--- src/rtl/duty_ramp_ctrl.sv ---
// ============================================================================
// Module  : duty_ramp_ctrl
// Brief   : Synchronises and debounces a switch bank into a target duty value,
//           then slews DUTY toward it by STEP once per PWM frame.
// Revision: 1.0 - initial release
// ============================================================================
`default_nettype none

module duty_ramp_ctrl #(
    parameter int WIDTH           = 8,
    parameter int SYNC_STAGES     = 2,
    parameter int DEBOUNCE_CYCLES = 100000,
    parameter int STEP_CYCLES     = 257,
    parameter int STEP            = 1
) (
    input  logic             CLK,
    input  logic             RST_N,
    input  logic [WIDTH-1:0] SW,
    input  logic             HOLD,
    output logic [WIDTH-1:0] DUTY,
    output logic             AT_TARGET,
    output logic             UPDATE
);

    localparam int               CNT_W    = (DEBOUNCE_CYCLES > 1) ? $clog2(DEBOUNCE_CYCLES) : 1;
    localparam int               TMR_W    = (STEP_CYCLES > 1) ? $clog2(STEP_CYCLES) : 1;
    localparam logic [CNT_W-1:0] CNT_MAX  = CNT_W'(DEBOUNCE_CYCLES - 1);
    localparam logic [TMR_W-1:0] TMR_MAX  = TMR_W'(STEP_CYCLES - 1);
    localparam logic [WIDTH:0]   STEP_EXT = (WIDTH + 1)'(STEP);

    typedef enum logic [1:0] {
        IDLE      = 2'd0,
        RAMP_UP   = 2'd1,
        RAMP_DOWN = 2'd2
    } state_t;

    logic [WIDTH-1:0] sync_q [SYNC_STAGES];
    logic [WIDTH-1:0] sync_d [SYNC_STAGES];
    logic [WIDTH-1:0] sync_sw;
    logic [WIDTH-1:0] cand_q, cand_d;
    logic [CNT_W-1:0] cnt_q, cnt_d;
    logic [WIDTH-1:0] target_q, target_d;
    logic [TMR_W-1:0] timer_q, timer_d;
    logic [WIDTH-1:0] duty_q, duty_d;
    state_t           state_q, state_d;
    logic             at_target_q, at_target_d;
    logic             update_q, update_d;
    logic             tick;
    logic [WIDTH:0]   sum;
    logic [WIDTH:0]   diff;

    assign sync_sw = sync_q[SYNC_STAGES-1];

    always_comb begin
        sync_d[0] = SW;
        for (int i = 1; i < SYNC_STAGES; i++) begin
            sync_d[i] = sync_q[i-1];
        end
    end

    // Any disagreement with the candidate restarts the stability count.
    always_comb begin
        cand_d   = cand_q;
        cnt_d    = cnt_q;
        target_d = target_q;
        if (sync_sw != cand_q) begin
            cand_d = sync_sw;
            cnt_d  = '0;
        end else if (cnt_q < CNT_MAX) begin
            cnt_d = cnt_q + CNT_W'(1);
        end else begin
            target_d = cand_q;
        end
    end

    always_comb begin
        tick    = (timer_q == TMR_MAX);
        timer_d = tick ? '0 : timer_q + TMR_W'(1);
    end

    // The step uses the registered target, so a target loaded on a tick edge
    // only governs from the following cycle.
    always_comb begin
        sum    = {1'b0, duty_q} + STEP_EXT;
        diff   = {1'b0, duty_q} - STEP_EXT;
        duty_d = duty_q;
        if (tick && !HOLD) begin
            case (state_q)
                RAMP_UP:   duty_d = (sum > {1'b0, target_q}) ? target_q : sum[WIDTH-1:0];
                RAMP_DOWN: duty_d = (diff[WIDTH] || (diff[WIDTH-1:0] < target_q)) ?
                                    target_q : diff[WIDTH-1:0];
                default:   duty_d = duty_q;
            endcase
        end

        if (target_d > duty_d) begin
            state_d = RAMP_UP;
        end else if (target_d < duty_d) begin
            state_d = RAMP_DOWN;
        end else begin
            state_d = IDLE;
        end

        at_target_d = (state_d == IDLE);
        update_d    = (duty_d != duty_q);
    end

    always_ff @(posedge CLK or negedge RST_N) begin
        if (!RST_N) begin
            for (int i = 0; i < SYNC_STAGES; i++) begin
                sync_q[i] <= '0;
            end
            cand_q      <= '0;
            cnt_q       <= '0;
            target_q    <= '0;
            timer_q     <= '0;
            duty_q      <= '0;
            state_q     <= IDLE;
            at_target_q <= 1'b1;
            update_q    <= 1'b0;
        end else begin
            for (int i = 0; i < SYNC_STAGES; i++) begin
                sync_q[i] <= sync_d[i];
            end
            cand_q      <= cand_d;
            cnt_q       <= cnt_d;
            target_q    <= target_d;
            timer_q     <= timer_d;
            duty_q      <= duty_d;
            state_q     <= state_d;
            at_target_q <= at_target_d;
            update_q    <= update_d;
        end
    end

    assign DUTY      = duty_q;
    assign AT_TARGET = at_target_q;
    assign UPDATE    = update_q;

endmodule

`default_nettype wire

--- config.mk ---
export PLATFORM = sky130hd
export DESIGN_NAME = duty_ramp_ctrl
export DESIGN_NICKNAME = d
export VERILOG_FILES = /design/src/rtl/duty_ramp_ctrl.sv
export SDC_FILE = /design/constraint.sdc
export NUM_CORES = 1
export LEC_CHECK = 0
export BUFFER_PORTS_ARGS = -buffer_cell sky130_fd_sc_hd__buf_2
export CORE_ASPECT_RATIO = 0.7
export CORE_MARGIN = 5
export CORE_UTILIZATION = 58
export CTS_BUF_LIST = sky130_fd_sc_hd__clkbuf_16
export DETAILED_ROUTE_END_ITERATION = 7
export GPL_TIMING_DRIVEN = 0
export PLACE_DENSITY = 0.85
export SETUP_SLACK_MARGIN = 0.2
export SLEW_MARGIN = 20
export SYNTH_ARGS = -nofsm -noshare
export SYNTH_HDL_FRONTEND = slang
export SYNTH_SLANG_ARGS = --single-unit
--- constraint.sdc ---
create_clock -name CLK -period 6.58 [get_ports CLK]
set_input_delay 0.987 -clock CLK [delete_from_list [all_inputs] [get_ports CLK]]
set_output_delay 0.987 -clock CLK [all_outputs]
set_load 0.005 [all_outputs]
==> flow_summary.ini, run 1 <==
[status]
status = finished clean

[worst_setup_path]
path_delay_family = compound AO/OA/AOI/OAI gates
worst-path-buf-inv = 2
critical_path_required_ns = 6.76
reg2regPathDepth = 18
crit_fanout = 10
path_cells = clkbuf_1 -> or4_1 -> nor4_2 -> xnor2_1 -> ha_1 -> a21oi_1 -> o21ai_1 -> o21ai_4 -> mux2i_1 -> o221ai_1 -> a21boi_0 -> inv_1 -> ha_1 -> a21o_1 -> a21o_1 -> a21oi_1 -> a21boi_0 -> o22ai_1
worstPathArrival_ns = 4.94
reg2reg_slack_ns = 1.83
r2r_end = state_q[0]
cp-start-kind = flop
cp_slowest_stage_delay_ns = 0.51
worst-setup-path-type = reg2reg
worstSetupEndpointType = flop
crit_slowest_cell = or4_1
r2r_start = DUTY[0]

[clock_network]
hold_buffers = 0
clock-root-buffer = clkbuf_16
cts_buffers = 9
cts_buffer_depth = 2
postCtsSetupBuffers = 0
cts-htree-levels = 3
cts.clk_slew.worst_paths_ns = 0.06
post_cts_resized = 0
clock_latency_ns = 0.33
clock-sinks = 70
cts_tree = built

[cells_and_area]
fill_cells = 488
area_delta_synth_final_pct = 14.0
drive_gt1_share_pct = 14.4
antenna_cells = 0
layout_commonest_cell = dfrtp_1
nets = 458
final_cell_mix = dfrtp_1, nor2_1, inv_1, ha_1
register_area_mm2 = 0.00175
multi_input_area_mm2 = 0.00198
final_area_mm2 = 0.00449

[die]
io_pins = 21
start_util_pct = 59.1
rows = 25
die_w_um = 108
die_h_um = 78.9
fp.dieArea_mm2 = 0.00856
coreArea_mm2 = 0.00666

[global_routing]
grt_pass1_wl_um = 14100
grt_pass1_vias = 2976
gr-total-overflow = 0
gr-usage-met2_pct = 34.2
grt_max_degree = 62
grt_use_met3_pct = 3.82
grt-busiest-layer = met2
antenna_found_initial = 0
grt_use_total_pct = 21.3
gr-usage-met1_pct = 29.0

[yosys]
yosysSeqAreaShare_pct = 44.5
ys.flop_type = dfrtp_1
synth-seq-cells = 70
syn_area_mm2 = 0.00394
ys_types = 58
yosysWarningCount = 0
synth_edf_count = 0
synthCells = 386
syn_area_per_cell_um2 = 10.2
ys_async_sr_fraction_pct = 100
synth_nets = 426

[placement]
numPortBuffers = 20
dp_hpwl_um = 5990
placed_area_mm2 = 0.00418
place_congestion = 0.934

[detailed_routing]
drt-initial-drc-count = 166
ant_nets = 0
drtPass1Iterations = 5
num_vias = 2929
drc = 0
wirelength_um = 8170
via_per_inst = 5.67
wl_per_cell_um = 15.8

[hold_path]
min_from = sync_d[2]
holdPathStages = 0
hold_end = sync_sw[2]
hp-class = reg2reg

[pwr]
swShare_pct = 21.8
leakagePower_nw = 2.06
seq_power_share_pct = 46.6
power_switching_mw = 0.207
power.internal_mw = 0.743
ir_drop_mv = 0.203
pwr-share-comb_pct = 2.0
powerDensity_mw_per_mm2 = 212
clkPwrFrac_pct = 51.4

[timing]
fin_crit_ns = 4.75
finalHoldViolCount = 0
max_slew_margin_pct = 63.0
slew_violations = 0
fin_tns_setup_ns = 0
setup_viol_count_final = 0
min_period_over_period_pct = 72.2
worst_pin_slew_ns = 0.552
fin_worst_skew_ns = 0.00808
rsz0062_at_grt = no
max_freq_ghz = 0.210

[job]
cap_viol_max_count = 0
[cells by family (layout without fill, tap and decap cells)]
| logic type | after synthesis | after routing | share of synthesized area (%) |
|---|---|---|---|
| compound gates | 62 | 62 | 11.4 |
| xor+xnor | 40 | 40 | 8.90 |
| fa+ha+maj | 31 | 31 | 9.73 |
| buf+inv | 51 | 88 | 5.12 |
| flops | 70 | 70 | 44.5 |
| mux | 20 | 20 | 5.44 |
| simple gates | 112 | 112 | 14.8 |
[layer usage]
layer | part of all wire, % | up-vias | wire length [um]
li1 | - | 1409 | -
met2 | 47 | 105 | 3850
met4 | 1.6 | 0 | 127
met5 | 0 | - | 0
met3 | 6.6 | 14 | 537
met1 | 45 | 1401 | 3660
[metrics by stage]
step | hold WS (ns) | setup WS (ns) | std cells | util (%) | power (mW)
final | 0.348 | 1.83 | 517 | 67.3 | 0.950
after global routing | 0.363 | 1.46 | 517 | 67.3 | 0.981
after CTS | 0.348 | 1.88 | 517 | 67.3 | 0.959
after detailed placement | 0.335 | 1.89 | 501 | 62.8 | 0.470
after global placement | 0.331 | 1.99 | 500 | 62.3 | 0.467
after floorplan | 0.331 | 2.51 | 386 | - | 0.455
[cell usage after synthesis, types with 7 or more instances]
cell type	number	share of area, %
a21oi_1	16	2.0
mux2i_1	11	2.8
mux2_2	7	2.0
xor2_1	19	4.2
nand4_1	8	1.3
nand2_1	21	2.0
dfrtp_1	69	44
ha_1	29	9.2
nand3_1	13	1.7
nor2_1	34	3.2
xnor2_1	21	4.7
clkbuf_1	16	1.5
inv_1	31	3.0
[power by group through the flow]
stage	registers, mW	clock network, mW	logic, mW
after floorplan	0.449	0	0.00540
after global placement	0.450	0	0.0167
after detailed placement	0.450	0	0.0195
after CTS	0.443	0.496	0.0199
after global routing	0.443	0.515	0.0226
final	0.443	0.488	0.0190
[cell type report]
| cell class | instances | area share [%] |
|---|---|---|
| timing repair buffer | 21 | 2.90 |
| tap | 94 | 2.62 |
| buffer | 19 | 1.81 |
| sequential | 70 | 39.1 |
| multi-input combinational | 265 | 44.1 |
| clock inverter | 7 | 1.76 |
| clock buffer | 9 | 5.02 |
| inverter | 32 | 2.68 |
[registers in the layout, summed over array words and instances, names as in the netlist]
register and count:
cand_q 8, timer_q 9, UPDATE 1, cnt_q 17
sync_d 8, target_q 8, state_q 2, sync_sw 8
DUTY 8, AT_TARGET 1
[how the worst max path moves through the flow]
stage	start	to	slack, ns	depth (start not counted)
final	DUTY[0]	state_q[0]	1.83	18
after global routing	DUTY[0]	state_q[0]	1.46	18
after CTS	DUTY[1]	state_q[0]	1.88	18
after detailed placement	DUTY[1]	state_q[0]	1.89	18
after global placement	DUTY[1]	state_q[0]	1.99	18
after floorplan	DUTY[1]	state_q[0]	2.51	18
(Power assumes the default switching activity.)
==> run 2: changes to the inputs <==
CORE_UTILIZATION = 55   (was 58)
clock period = 4.3 ns   (was 6.58 ns; I/O delays follow)
==> run 2 against run 1 <==
  * Worst hold slack got worse by 0.20 ns
  * Sequential share of layout area down 2.4 points
  * First-iteration DRC count up 67%
  * Routed wire length grew 11%
  * Utilization is 2.4 points higher
  * Clock skew about the same
  * Design area is 6.6% higher
  * Highest routed layer unchanged
==> flow_summary.ini, run 2 (same netlist as run 1, synthesis figures left out) <==
[worst_setup_path]
worst-setup-path-type = reg2reg
reg2regPathDepth = 18
reg2reg_slack_ns = 0.14
worstPathArrival_ns = 4.37
worstSetupEndpointType = flop
cp-start-kind = flop
crit_fanout = 6
critical_path_required_ns = 4.50

[cells_and_area]
fin_cells = 537
top_regs = cnt_q (17), timer_q (9)
area_delta_synth_final_pct = 21.5
final_area_mm2 = 0.00478
layout_commonest_cell = dfrtp_1
nets = 478
regMostFlops = cnt_q
multi_input_area_mm2 = 0.00212
final_util_pct = 69.8
drive_gt1_share_pct = 25.7
largest_register_ffs = 17
fill_cells = 480
antenna_cells = 0
final_cell_mix = dfrtp_1, nor2_1, inv_1, ha_1, buf_2
register_area_mm2 = 0.00175

[timing]
fin_worst_skew_ns = 0.00837
finalHoldViolCount = 0
rsz0062_at_grt = yes
fin_crit_ns = 4.16
min_period_over_period_pct = 96.8
fin_hold_ws_ns = 0.147
max_slew_margin_pct = 66.9
finalWorstSetupSlack_ns = 0.137
fin_tns_setup_ns = 0
slew_violations = 0
worst_pin_slew_ns = 0.492
setup_viol_count_final = 0
max_freq_ghz = 0.240

[clock_network]
clock_latency_ns = 0.33
clock-root-buffer = clkbuf_16
cts-htree-levels = 3
hold_buffers = 0
cts_tree = built
cts_buffer_depth = 2
cts_buffers = 9
cts.clk_slew.worst_paths_ns = 0.06
clock-sinks = 70

[die]
die_w_um = 111
io_pins = 21
start_util_pct = 57.4
fp.dieArea_mm2 = 0.00897
die_h_um = 80.8
rows = 25
coreArea_mm2 = 0.00685

[detailed_routing]
num_vias = 3127
ant_nets = 0
via_per_inst = 5.82
wirelength_um = 9060
drt-initial-drc-count = 277
drtPass1Iterations = 5
wl_per_cell_um = 16.9
drc = 0

[global_routing]
gr-total-overflow = 0
antenna_found_initial = 0
grt_pass1_vias = 2978
grt_pass1_wl_um = 14600
grt_max_degree = 62
grt_use_total_pct = 20.6

[pwr]
p_total_mw = 1.40
leakagePower_nw = 2.18
ir_drop_mv = 0.238
powerDensity_mw_per_mm2 = 292

[placement]
place_congestion = 0.940
place_inst = 501
dp_hpwl_um = 6330
placed_area_mm2 = 0.00418
place_ws_ns = -0.408
numPortBuffers = 20

[status]
status = finished clean

[hold_path]
hp-class = in2async

[job]
cap_viol_max_count = 0
## run 2: layer usage
layer	share of wire, %	global-route usage (%)
met4	2.1	6.44
met2	46	34.0
met5	0	0
met3	6.0	4.54
met1	45	27.7
## run 2: report_power, final
| group | switching, mW | total (mW) | internal, mW |
|---|---|---|---|
| sequential | 0.00797 | 0.678 | 0.670 |
| combinational | 0.0188 | 0.0300 | 0.0113 |
| clock | 0.289 | 0.687 | 0.397 |
## run 2: area by class of cell
class,count,area share [%]
Sequential cell,70,36.7
Timing Repair Buffer,41,5.86
Buffer,19,2.12
Clock buffer,9,4.71
Multi-Input combinational cell,265,44.4
Clock inverter,7,1.20
Tap cell,94,2.46
Inverter,32,2.51
## run 2: worst max-delay path, stage by stage (launching register included)
cell,delay (ns)
dfrtp_1,0.38
buf_6,0.14
or4_4,0.56
nor4_4,0.16
xnor2_1,0.12
ha_1,0.35
nand4_1,0.16
a21oi_2,0.23
o21ai_4,0.10
buf_4,0.17
mux2i_1,0.14
o221ai_2,0.20
a21boi_2,0.21
inv_1,0.08
ha_1,0.32
and4_4,0.26
nand2_1,0.12
a211oi_2,0.22
o22ai_1,0.09
## run 2: repair_timing
| action | in CTS | in global routing |
|---|---|---|
| pin swaps | 4 | 13 |
| buffers inserted | 7 | 13 |
| setup endpoints to repair | 3 | 4 |
| resized for setup | 28 | 20 |
## run 2: path summary, 6_finish.rpt
kind                                start    endpoint
min in group CLK                sync_d[7]  sync_sw[7]
worst max register to register    DUTY[2]  state_q[0]
worst min register to register  sync_d[7]  sync_sw[7]
worst min-delay path                RST_N  timer_q[4]
max in group asynchronous           RST_N   AT_TARGET
worst max-delay path              DUTY[2]  state_q[0]
